`config.mk`:
```
export PLATFORM = sky130hd
export DESIGN_NAME = aes_key_expand_seq
export DESIGN_NICKNAME = d
export VERILOG_FILES = /design/src/rtl/aes_keyexp_pkg.sv /design/src/rtl/aesRotateWord.sv /design/src/rtl/aes_sub_word.sv /design/src/rtl/aes_key_expand_seq.sv
export SDC_FILE = /design/constraint.sdc
export NUM_CORES = 2
export LEC_CHECK = 0
export BUFFER_PORTS_ARGS = -buffer_cell sky130_fd_sc_hd__clkbuf_2
export CORE_MARGIN = 1.5
export CORE_UTILIZATION = 35
export CTS_BUF_LIST = sky130_fd_sc_hd__clkbuf_4 sky130_fd_sc_hd__clkbuf_8
export CTS_CLUSTER_SIZE = 8
export DETAILED_ROUTE_END_ITERATION = 6
export GPL_TIMING_DRIVEN = 1
export SLEW_MARGIN = 40
export SYNTH_ARGS = -nofsm -noshare
export SYNTH_HDL_FRONTEND = slang
export SYNTH_SLANG_ARGS = --single-unit
export TNS_END_PERCENT = 50
```
`constraint.sdc`:
```
create_clock -name clk -period 27.5 [get_ports clk]
set_input_delay 4.125 -clock clk [delete_from_list [all_inputs] [get_ports clk]]
set_output_delay 4.125 -clock clk [all_outputs]
set_load 0.1 [all_outputs]
```
`src/rtl/aes_keyexp_pkg.sv`:
```
// Shared types, constants and helpers for the sequential AES key-schedule generator.
package aes_keyexp_pkg;

    // Controller states: waiting for a key, or streaming schedule words.
    typedef enum logic {
        IDLE = 1'b0,
        EMIT = 1'b1
    } state_e;

    // Legal key lengths in 32-bit words (AES-128/192/256).
    localparam int NK_128 = 4;
    localparam int NK_192 = 6;
    localparam int NK_256 = 8;

    // First round constant of every schedule.
    localparam logic [7:0] RCON_INIT = 8'h01;

    // Number of schedule words produced for a key of nk words: 4*(NR+1), NR = nk+6.
    function automatic int nwords(input int nk);
        return 4 * (nk + 7);
    endfunction

    // Multiply by x in GF(2^8) modulo x^8+x^4+x^3+x+1 (8'h80 -> 8'h1b).
    function automatic logic [7:0] xtime8(input logic [7:0] a);
        return {a[6:0], 1'b0} ^ (a[7] ? 8'h1b : 8'h00);
    endfunction

endpackage

```
`src/rtl/aesRotateWord.sv`:
```
// RotWord step of the AES key schedule: cyclic left rotation by one byte.
// disableRotate passes the word through unchanged.
module aesRotateWord (
    input  logic [31:0] inWord,
    input  logic        disableRotate,
    output logic [31:0] outWord
);

    // Byte rotation {a0,a1,a2,a3} -> {a1,a2,a3,a0}, or bypass.
    always_comb begin
        outWord = disableRotate ? inWord : {inWord[23:0], inWord[31:24]};
    end

endmodule

```
`src/rtl/aes_sub_word.sv`:
```
// SubWord step of the AES key schedule: applies the AES S-box to each byte.
// The S-box is computed as the GF(2^8) inverse followed by the affine map,
// which keeps the source free of a 256-entry table.
module aes_sub_word
    import aes_keyexp_pkg::*;
(
    input  logic [31:0] word_in,
    output logic [31:0] word_out
);

    // Exponent giving the multiplicative inverse: a^254 = a^-1 (and 0 -> 0).
    localparam logic [7:0] INV_EXP = 8'd254;

    // Shift-and-add multiply in GF(2^8).
    function automatic logic [7:0] gf_mul(input logic [7:0] a, input logic [7:0] b);
        logic [7:0] acc;
        logic [7:0] aa;
        acc = 8'h00;
        aa  = a;
        for (int k = 0; k < 8; k++) begin
            if (b[k]) acc = acc ^ aa;
            aa = xtime8(aa);
        end
        return acc;
    endfunction

    // S-box: inverse by square-and-multiply, then the AES affine transform.
    function automatic logic [7:0] sbox(input logic [7:0] x);
        logic [7:0] inv;
        logic [7:0] base;
        inv  = 8'h01;
        base = x;
        for (int k = 0; k < 8; k++) begin
            if (INV_EXP[k]) inv = gf_mul(inv, base);
            base = gf_mul(base, base);
        end
        return inv
             ^ {inv[6:0], inv[7]}
             ^ {inv[5:0], inv[7:6]}
             ^ {inv[4:0], inv[7:5]}
             ^ {inv[3:0], inv[7:4]}
             ^ 8'h63;
    endfunction

    // Four independent byte substitutions.
    always_comb begin
        word_out = {sbox(word_in[31:24]), sbox(word_in[23:16]),
                    sbox(word_in[15:8]),  sbox(word_in[7:0])};
    end

endmodule

```
`src/rtl/aes_key_expand_seq.sv`:
```
// Sequential AES key-schedule generator (AES-128/192/256 selected by NK).
// Takes one cipher key over keyValid/keyReady and streams w[0..NWORDS-1],
// one word per wordValid/wordReady handshake, in FIPS-197 order.
// Optional build macro KEYEXP_ABORT_EN adds an 'abort' input that drops an
// in-progress schedule and returns to IDLE.
module aes_key_expand_seq
    import aes_keyexp_pkg::*;
#(
    parameter int NK = 4
) (
    input  logic            clk,
    input  logic            rstN,
`ifdef KEYEXP_ABORT_EN
    input  logic            abort,
`endif
    input  logic            keyValid,
    output logic            keyReady,
    input  logic [32*NK-1:0] keyIn,
    output logic            wordValid,
    input  logic            wordReady,
    output logic [31:0]     wordOut,
    output logic [5:0]      wordIndex,
    output logic            lastWord,
    output logic            busy
);

    localparam int NR     = NK + 6;
    localparam int NWORDS = nwords(NK);

    // Only the three AES key lengths are meaningful.
    if (NK != NK_128 && NK != NK_192 && NK != NK_256) begin : g_bad_nk
        $error("aes_key_expand_seq: NK must be 4, 6 or 8");
    end
    if (NWORDS != 4 * (NR + 1)) begin : g_bad_nwords
        $error("aes_key_expand_seq: inconsistent word count");
    end

    state_e      state_q, state_d;
    logic [31:0] window_q [NK];   // last NK schedule words, [0] oldest
    logic [31:0] window_d [NK];
    logic [31:0] word_q, word_d;
    logic [5:0]  idx_q, idx_d;
    logic [2:0]  mod_q, mod_d;    // wordIndex mod NK, kept by counting
    logic [7:0]  rcon_q, rcon_d;

    logic        abort_req;
    logic        mod_wrap;
    logic [31:0] rot_word;
    logic [31:0] sub_in;
    logic [31:0] sub_out;
    logic [31:0] temp_word;
    logic [31:0] gen_word;

`ifdef KEYEXP_ABORT_EN
    assign abort_req = abort;
`else
    assign abort_req = 1'b0;
`endif

    // The word after w[idx] has index (idx+1); it starts a new NK block when
    // the current word sits at position NK-1 of its block.
    assign mod_wrap = (mod_q == 3'(NK - 1));

    aesRotateWord u_rotate (
        .inWord        (window_q[NK-1]),
        .disableRotate (1'b0),
        .outWord       (rot_word)
    );

    aes_sub_word u_sub_word (
        .word_in  (sub_in),
        .word_out (sub_out)
    );

    // Next schedule word from the window: w[i] = w[i-NK] ^ f(w[i-1]).
    always_comb begin
        sub_in    = mod_wrap ? rot_word : window_q[NK-1];
        temp_word = window_q[NK-1];
        if (mod_wrap) begin
            temp_word = sub_out ^ {rcon_q, 24'h000000};
        end else if (NK == NK_256 && mod_q == 3'd3) begin
            temp_word = sub_out;
        end
        gen_word = window_q[0] ^ temp_word;
    end

    // Next-state and datapath update for key load, word advance and exit.
    always_comb begin
        // NOTE: every target gets a default first so no path can infer a latch.
        state_d  = state_q;
        window_d = window_q;
        word_d   = word_q;
        idx_d    = idx_q;
        mod_d    = mod_q;
        rcon_d   = rcon_q;
        case (state_q)
            IDLE: begin
                if (keyValid) begin
                    for (int k = 0; k < NK; k++) begin
                        window_d[k] = keyIn[32*(NK-k)-1 -: 32];
                    end
                    word_d  = keyIn[32*NK-1 -: 32];
                    idx_d   = '0;
                    mod_d   = '0;
                    rcon_d  = RCON_INIT;
                    state_d = EMIT;
                end
            end
            EMIT: begin
                if (abort_req) begin
                    state_d = IDLE;
                    rcon_d  = RCON_INIT;
                end else if (wordReady) begin
                    if (idx_q == 6'(NWORDS - 1)) begin
                        state_d = IDLE;
                    end else begin
                        idx_d = idx_q + 6'd1;
                        mod_d = mod_wrap ? 3'd0 : mod_q + 3'd1;
                        if (idx_q < 6'(NK - 1)) begin
                            // Still inside the key: next word is already in the window.
                            for (int k = 1; k < NK; k++) begin
                                if (idx_q == 6'(k - 1)) word_d = window_q[k];
                            end
                        end else begin
                            word_d = gen_word;
                            for (int k = 0; k < NK - 1; k++) begin
                                window_d[k] = window_q[k+1];
                            end
                            window_d[NK-1] = gen_word;
                            if (mod_wrap) rcon_d = xtime8(rcon_q);
                        end
                    end
                end
            end
            default: state_d = IDLE;
        endcase
    end

    // State, window and output registers.
    // NOTE: sequential state uses non-blocking assignments so every flop samples pre-edge values.
    always_ff @(posedge clk or negedge rstN) begin
        if (!rstN) begin
            state_q <= IDLE;
            // NOTE: the window is a small register array that is reset on purpose: a
            // reset mid-stream must leave no trace of the previous key.
            for (int k = 0; k < NK; k++) window_q[k] <= '0;
            word_q  <= '0;
            idx_q   <= '0;
            mod_q   <= '0;
            rcon_q  <= RCON_INIT;
        end else begin
            state_q  <= state_d;
            window_q <= window_d;
            word_q   <= word_d;
            idx_q    <= idx_d;
            mod_q    <= mod_d;
            rcon_q   <= rcon_d;
        end
    end

    assign keyReady  = (state_q == IDLE);
    assign wordValid = (state_q == EMIT);
    assign busy      = (state_q == EMIT);
    assign lastWord  = (state_q == EMIT) && (idx_q == 6'(NWORDS - 1));
    assign wordOut   = word_q;
    assign wordIndex = idx_q;

endmodule
```
Yosys cells after proc, flatten, opt, wreduce, memory -nomap -nowiden --
Cells that the tools add are included.
Storage, ports and cells: input bits 132, word-level logic and storage cells 1655, bits in registers 178, output and inout bits 42
Cells by class: bitwise gates (word level) 780, mux-type cells 847, add/sub/neg operators 2, reductions and logical operators 6, $lt $le $gt $ge 1, eq/ne operators 10
Operators by type and width (number):
- 8-bit bitwise XOR | 744
- 8-bit two-way mux | 425
- 5-bit two-way mux | 369
- 128-bit two-way mux | 4
- 32-bit two-way mux | 9
- 128-bit one-hot mux with 2 select lines | 1
- 32-bit one-hot mux with 2 select lines | 1
- 32-bit bitwise XOR | 2
- 6-bit two-way mux | 7
- 7-bit two-way mux | 4
- 1-bit inverter, first input constant | 28
- 3-bit two-way mux | 8
- 4-bit two-way mux | 4
- 4-bit inverter | 4
- 8-bit one-hot mux with 2 select lines | 1
- 6-bit one-hot mux with 2 select lines | 1
- 2-bit two-way mux | 4
- 2-bit inequality test, second input constant | 4
- 4-bit AND reduction | 2
- 8-bit by 5-bit bitwise XOR with 8-bit output | 1
- 1-bit two-way mux | 7
- 6-bit by 1-bit adder with 6-bit output, second input constant | 1
- 6-bit by 1-bit equality test with 1-bit output, second input constant | 1
- 6-bit by 2-bit equality test with 1-bit output, second input constant | 1
- 13 further kinds | 13

Logic depth before layout (Yosys ltp) --
depth after elaboration 141, gate-level depth with buffers 76, depth with buffers taken out 62

Modules after synthesis --
Synthesis repeated with hierarchy kept, for this count alone.
Unflattened totals: cell total of the unflattened synthesis 9606, area, all modules 71900.2 sq um
Modules (own cells, without submodules):
- aes_sub_word | times used 1, cells each 8447, area an instance 61248.7 sq um, sequential area each 0.0 sq um
- aes_key_expand_seq | times used 1, cells each 1123, area an instance 10107.2 sq um, sequential area each 4455.5 sq um
- aesRotateWord | times used 1, cells each 36, area an instance 544.3 sq um, sequential area each 0.0 sq um

Least setup slack after synthesis --
OpenSTA, ideal clock, no wires.
path kind reg-to-reg, from reg mod_q[0], to reg word_q[28] (netlist: wordOut[28]), library setup time 0.126 ns, period minus slack after synthesis 17.009 ns, buffers on the path 14, path slack 10.491 ns, arrival time 16.883 ns, stages on the path, launching flop included 75, data required time 27.374 ns, path through dfrtp_1 > ha_1 > nor2b_2 > buf_6 > buf_8 > buf_8 > buf_6 > mux2i_1 > inv_1 > ha_1 > clkbuf_1 > nand2_1 > xor2_1 > inv_2 > clkbuf_1 > clkbuf_1 > ha_1 > clkbuf_1 > [39 not listed] > a31oi_1 > xnor2_1 > o211a_1 > clkbuf_1 > o21ai_0 > xnor2_1 > xor3_1 > xnor2_1 > nor2_2 > xnor3_1 > xor2_1 > xnor2_1 > xnor2_1 > xnor2_4 > xnor3_1 > or3_1 > a21o_1 > a221o_1
Between the ends: word-level cells in the longest chain between the ends 137, elaborated cells on any way between the ends 398, those cells by class eq/ne (1); mux (209); bitwise (188)
RTL lines:
- from (decl) | RTL line aes_key_expand_seq.sv:43 | logic [2:0] mod_q, mod_d;
- from (signal assigned) | RTL line aes_key_expand_seq.sv:156 | mod_q <= mod_d;
- 3-bit by 2-bit equality test with 1-bit output * | RTL line aes_key_expand_seq.sv:62 | assign mod_wrap = (mod_q == 3'(NK - 1));
- 32-bit two-way mux | RTL line aes_key_expand_seq.sv:77 | sub_in = mod_wrap ? rot_word : window_q[NK-1];
- 5-bit two-way mux, or another cell as far along | RTL line aes_keyexp_pkg.sv:25 | return {a[6:0], 1'b0} ^ (a[7] ? 8'h1b : 8'h00);
- 8-bit bitwise XOR, on equally long branches | RTL line aes_keyexp_pkg.sv:25, aes_sub_word.sv:21
- 8-bit bitwise XOR / 8-bit two-way mux (equally long branches) | RTL line aes_sub_word.sv:21 | if (b[k]) acc = acc ^ aa;
- 8-bit two-way mux / 8-bit bitwise XOR (equally long branches) | RTL line aes_sub_word.sv:21
- 8-bit bitwise XOR / 8-bit two-way mux (equally long branches) | RTL line aes_sub_word.sv:21
- 8-bit two-way mux / 8-bit bitwise XOR (equally long branches) | RTL line aes_sub_word.sv:21
- [121 not listed]
- 8-bit bitwise XOR | RTL line aes_sub_word.sv:41 | ^ {inv[3:0], inv[7:4]}
- 32-bit bitwise XOR | RTL line aes_key_expand_seq.sv:80 | temp_word = sub_out ^ {rcon_q, 24'h000000};
- 32-bit two-way mux * | RTL line aes_key_expand_seq.sv:79 | if (mod_wrap) begin
- 32-bit bitwise XOR * | RTL line aes_key_expand_seq.sv:84 | gen_word = window_q[0] ^ temp_word;
- 32-bit two-way mux * | RTL line aes_key_expand_seq.sv:119 | if (idx_q < 6'(NK - 1)) begin
- 32-bit two-way mux * | RTL line aes_key_expand_seq.sv:114 | if (idx_q == 6'(NWORDS - 1)) begin
- 32-bit two-way mux * | RTL line aes_key_expand_seq.sv:113 | end else if (wordReady) begin
- 32-bit one-hot mux with 2 select lines * | RTL line aes_key_expand_seq.sv:96 | case (state_q)
- to (signal assigned) | RTL line aes_key_expand_seq.sv:154 | word_q <= word_d;
- to (decl) | RTL line aes_key_expand_seq.sv:41 | logic [31:0] word_q, word_d;
Every way passes the cells marked *; elsewhere a longest branch is shown, timed or not. The select of a mux whose other input is x is not followed. A chain may end at the register's enable or synchronous reset.

Worst setup path after layout --
from reg mod_q[0], to reg window_q[10] in the netlist's numbering
Between the ends: word-level cells in the longest chain between the ends 137, elaborated cells on any way between the ends 398, those cells by class eq/ne (1); mux (209); bitwise (188)
RTL lines:
- 3-bit by 2-bit equality test with 1-bit output * | RTL line aes_key_expand_seq.sv:62
- 32-bit two-way mux | RTL line aes_key_expand_seq.sv:77
- 5-bit two-way mux, or another cell as far along | RTL line aes_keyexp_pkg.sv:25
- 8-bit bitwise XOR, on equally long branches | RTL line aes_keyexp_pkg.sv:25, aes_sub_word.sv:21
- 8-bit bitwise XOR / 8-bit two-way mux (equally long branches) | RTL line aes_sub_word.sv:21
- 8-bit two-way mux / 8-bit bitwise XOR (equally long branches) | RTL line aes_sub_word.sv:21
- 8-bit bitwise XOR / 8-bit two-way mux (equally long branches) | RTL line aes_sub_word.sv:21
- 8-bit two-way mux / 8-bit bitwise XOR (equally long branches) | RTL line aes_sub_word.sv:21
- [121 not listed]
- 8-bit bitwise XOR | RTL line aes_sub_word.sv:41
- 32-bit bitwise XOR | RTL line aes_key_expand_seq.sv:80
- 32-bit two-way mux * | RTL line aes_key_expand_seq.sv:79
- 32-bit bitwise XOR * | RTL line aes_key_expand_seq.sv:84
- 128-bit two-way mux * | RTL line aes_key_expand_seq.sv:119
- 128-bit two-way mux * | RTL line aes_key_expand_seq.sv:114
- 128-bit two-way mux * | RTL line aes_key_expand_seq.sv:113
- 128-bit one-hot mux with 2 select lines * | RTL line aes_key_expand_seq.sv:96
- to (signal assigned) | RTL line aes_key_expand_seq.sv:153 | window_q <= window_d;
- to (decl) | RTL line aes_key_expand_seq.sv:39 | logic [31:0] window_q [NK];
Marks and branches as above.

==> results.sh <==
export IMPL_avgSynthCellArea_um2=7.73
export IMPL_worstSetupStartpoint="mod_q[0]"
export IMPL_clockBufferDepth=2
export IMPL_slowest_stage="ha_1"
export IMPL_rows=157
export IMPL_grt_pass1_wl_um=320000
export IMPL_setup_violations=0
export IMPL_period_share_pct=73.3
export IMPL_drive_above_1_share_pct=10.8
export IMPL_cts_resized=0
export IMPL_async_reset_ff_share_pct=100
export IMPL_wl_per_cell_um=18.8
export IMPL_finalSetupTns_ps=0
export IMPL_clock_root_buffer="clkbuf_8"
export IMPL_htree_levels=4
export IMPL_place_hpwl_um=146000
export IMPL_first_pass_iters=7
export IMPL_rsz0062_at_grt="no"
export IMPL_portBuffers=173
export IMPL_hold_path_class="flip-flop to flip-flop"
export IMPL_crit_end="window_q[10]"
export IMPL_finalWirelength_um=202000
export IMPL_worstRegToRegCells=57
export IMPL_syn_inst=8388
export IMPL_ys_flop_type="dfrtp_1"
export IMPL_place_congestion=0.902
export IMPL_ios=174
export IMPL_vias=59537
export IMPL_cap_violations=0
export IMPL_grtUsageTotal_pct=20.6
export IMPL_syn_nets=8544
export IMPL_reg2reg_slack_ps=7340
export IMPL_skew_ps=22.0
export IMPL_grt_busiest_layer="met2"
export IMPL_synth_area_um2=64800
export IMPL_grt_start_max_net_pins=248
export IMPL_start_util_pct=35.3
export IMPL_nets=8399
export IMPL_clkLatencyLatePin_ps=510
export IMPL_critical_path_most_common_cell="xnor2_1"
export IMPL_slowest_delay_ps=890
export IMPL_synth_distinct_cells=121
export IMPL_die_w_um=433
export IMPL_grt_overflow=0
export IMPL_die_y_um=433
export IMPL_ys_warn_count=0
export IMPL_grt_pass1_vias=56465
export IMPL_via_per_inst=5.55
export IMPL_cts_tree="built"
export IMPL_r2r_start="mod_q[0]"
export IMPL_met2_usage_pct=35.4
export IMPL_regToRegEndpoint="window_q[10]"
export IMPL_post_cts_buffers=0
export IMPL_fmax_mhz=49.6
export IMPL_postCtsHoldBufs=0
export IMPL_drt_iter0_markers=5370
export IMPL_cts_sinks=178
export IMPL_cp_data_arrival_time_ps=20540
export IMPL_grtUsageMet3_pct=1.17
export IMPL_core_um2=183000
export IMPL_ant_nets=0
export IMPL_fin_area_um2=69400
export IMPL_slew_viol_final=0
export IMPL_tightest_slew_ps=1020
export IMPL_dieArea_um2=188000
export IMPL_clk_pin_slew_ps=100
export IMPL_start_kind="flip-flop"
export IMPL_critical_path_required_ps=27880
export IMPL_outcome="complete, no violations"
export IMPL_period_needed_ps=20160
export IMPL_synth_seq_area_share_pct=6.87
export IMPL_crit_type="flip-flop to flip-flop"
export IMPL_antenna_found_initial=6
export IMPL_finalHoldViolCount=0
export IMPL_placed_area_um2=68700
export IMPL_cp_max_fo=58
export IMPL_grt_met1_usage_pct=27.5
export IMPL_maxSlewHeadroom_pct=32.1
export IMPL_route_detailed_drc=0
export IMPL_synth_edf_count=0
export IMPL_area_delta_synth_final_pct=7.05
export IMPL_endpoint_kind="flip-flop"
export IMPL_cts_made_buffers=17
export IMPL_ys_ff_latch=178
export IMPL_fillers=18990
==> cells in the mapped netlist, types with 18 or more instances <==
cell type / instances / area, um2
o21ai_1: 75 / 375
and3_1: 35 / 219
clkbuf_1: 370 / 1390
buf_1: 51 / 191
xor2_2: 28 / 455
inv_1: 67 / 251
mux2i_1: 318 / 3180
nand4_1: 18 / 113
buf_2: 108 / 541
a32oi_1: 21 / 184
o31ai_1: 23 / 173
dfrtp_1: 177 / 4430
and2_1: 48 / 300
o21a_1: 19 / 143
nand2_1: 950 / 3570
nor2_1: 1188 / 4460
xnor3_2: 24 / 571
nor3_1: 173 / 866
a21oi_1: 449 / 2250
a31oi_1: 89 / 557
buf_4: 27 / 203
o22ai_1: 112 / 701
xnor3_1: 365 / 8220
a311oi_1: 21 / 184
o32ai_1: 25 / 219
a211oi_1: 84 / 631
xor2_1: 458 / 4010
mux2_2: 66 / 743
xnor2_1: 1519 / 13300
xor3_1: 55 / 1310
ha_1: 24 / 300
or3_1: 47 / 294
a221oi_1: 18 / 158
nand2b_1: 61 / 382
o221ai_1: 30 / 263
nand3_1: 132 / 661
a22oi_1: 60 / 450
o211ai_1: 52 / 390
a21o_1: 28 / 210
xnor2_2: 75 / 1220
or2_2: 23 / 144
nor2b_1: 77 / 482
o21ai_0: 422 / 2110
==> registers in the layout, indices dropped and copies added, names as in the netlist <==
signal / cells
window_q: 128
mod_q: 3
busy: 1
wordIndex: 6
wordOut: 32
rcon_q: 8
==> logic make-up (layout without fill, tap and decap cells) <==
group / Yosys count / after routing / synth area share, %
other cells: 0 / 6 / 0
buf+inv: 665 / 532 / 4.45
xor+xnor: 2552 / 2552 / 46.0
flops: 178 / 178 / 6.87
simple gates: 2843 / 2843 / 18.8
mux: 412 / 412 / 6.80
compound gates: 1713 / 1713 / 16.6
fa+ha+maj: 25 / 25 / 0.479
==> worst max-delay path, delay by kind of cell, from the launching register on <==
family | cells | cell delay [ps]
flip-flops | 1 | 380
buffers and inverters | 9 | 3100
XOR/XNOR | 30 | 11230
adder cells (fa/ha/maj) | 4 | 2270
AND/OR/NAND/NOR | 7 | 1460
multiplexers | 3 | 1030
AO/OA/AOI/OAI | 4 | 500
==> worst min path at each step <==
stage	startpoint	endpoint	slack [ps]	depth (start not counted)
2_1_floorplan	mod_q[0]	mod_q[0]	460	1
3_3_place_gp	wordOut[3]	wordOut[3]	470	2
3_5_place_dp	wordOut[8]	wordOut[8]	480	2
4_1_cts	mod_q[0]	mod_q[0]	500	1
5_1_grt	mod_q[0]	mod_q[0]	520	1
6_report	wordOut[8]	wordOut[8]	500	2
==> per-layer routing <==
| layer | wire [um] | vias up |
|---|---|---|
| met2 | 97900 | 2072 |
| met3 | 10000 | 330 |
| li1 | - | 28479 |
| met5 | 0 | - |
| met1 | 87700 | 28656 |
| met4 | 6390 | 0 |
==> stage by stage <==
step	std cells	utilization (%)	worst slack (ps)	hold slack, ps
after floorplan	8388	-	10490	457
after global placement	10686	37.3	7400	473
after detailed placement	10686	37.4	7250	477
after CTS	10717	37.6	7220	500
after global routing	10725	37.8	5840	525
final	10725	37.8	7340	498
==> cell type report <==
class	instances	area [um2]	area share (%)
flip-flops and latches	178	4460	6.43
inverters	89	334	0.481
multi-input cells	7545	58400	84.1
well taps	2464	3080	4.44
clock buffers	20	269	0.388
repair buffers	412	2750	3.96
clock inverters	11	131	0.189
diodes	6	15.0	0.0216
==> cells in the final DEF, fill, tap and decap left out, types with 175 or more instances in the layout <==
master   instances
xor2_1         436
a21oi_1        448
xnor2_1       1437
buf_4          233
xnor3_1        360
dfrtp_1        175
nor2_1        1187
o21ai_0        421
nand2_1        948
mux2i_1        318
Power is left out: the tool's default activity adds up to more than one toggle a clock period on the data nets, which glitch-free logic cannot reach.
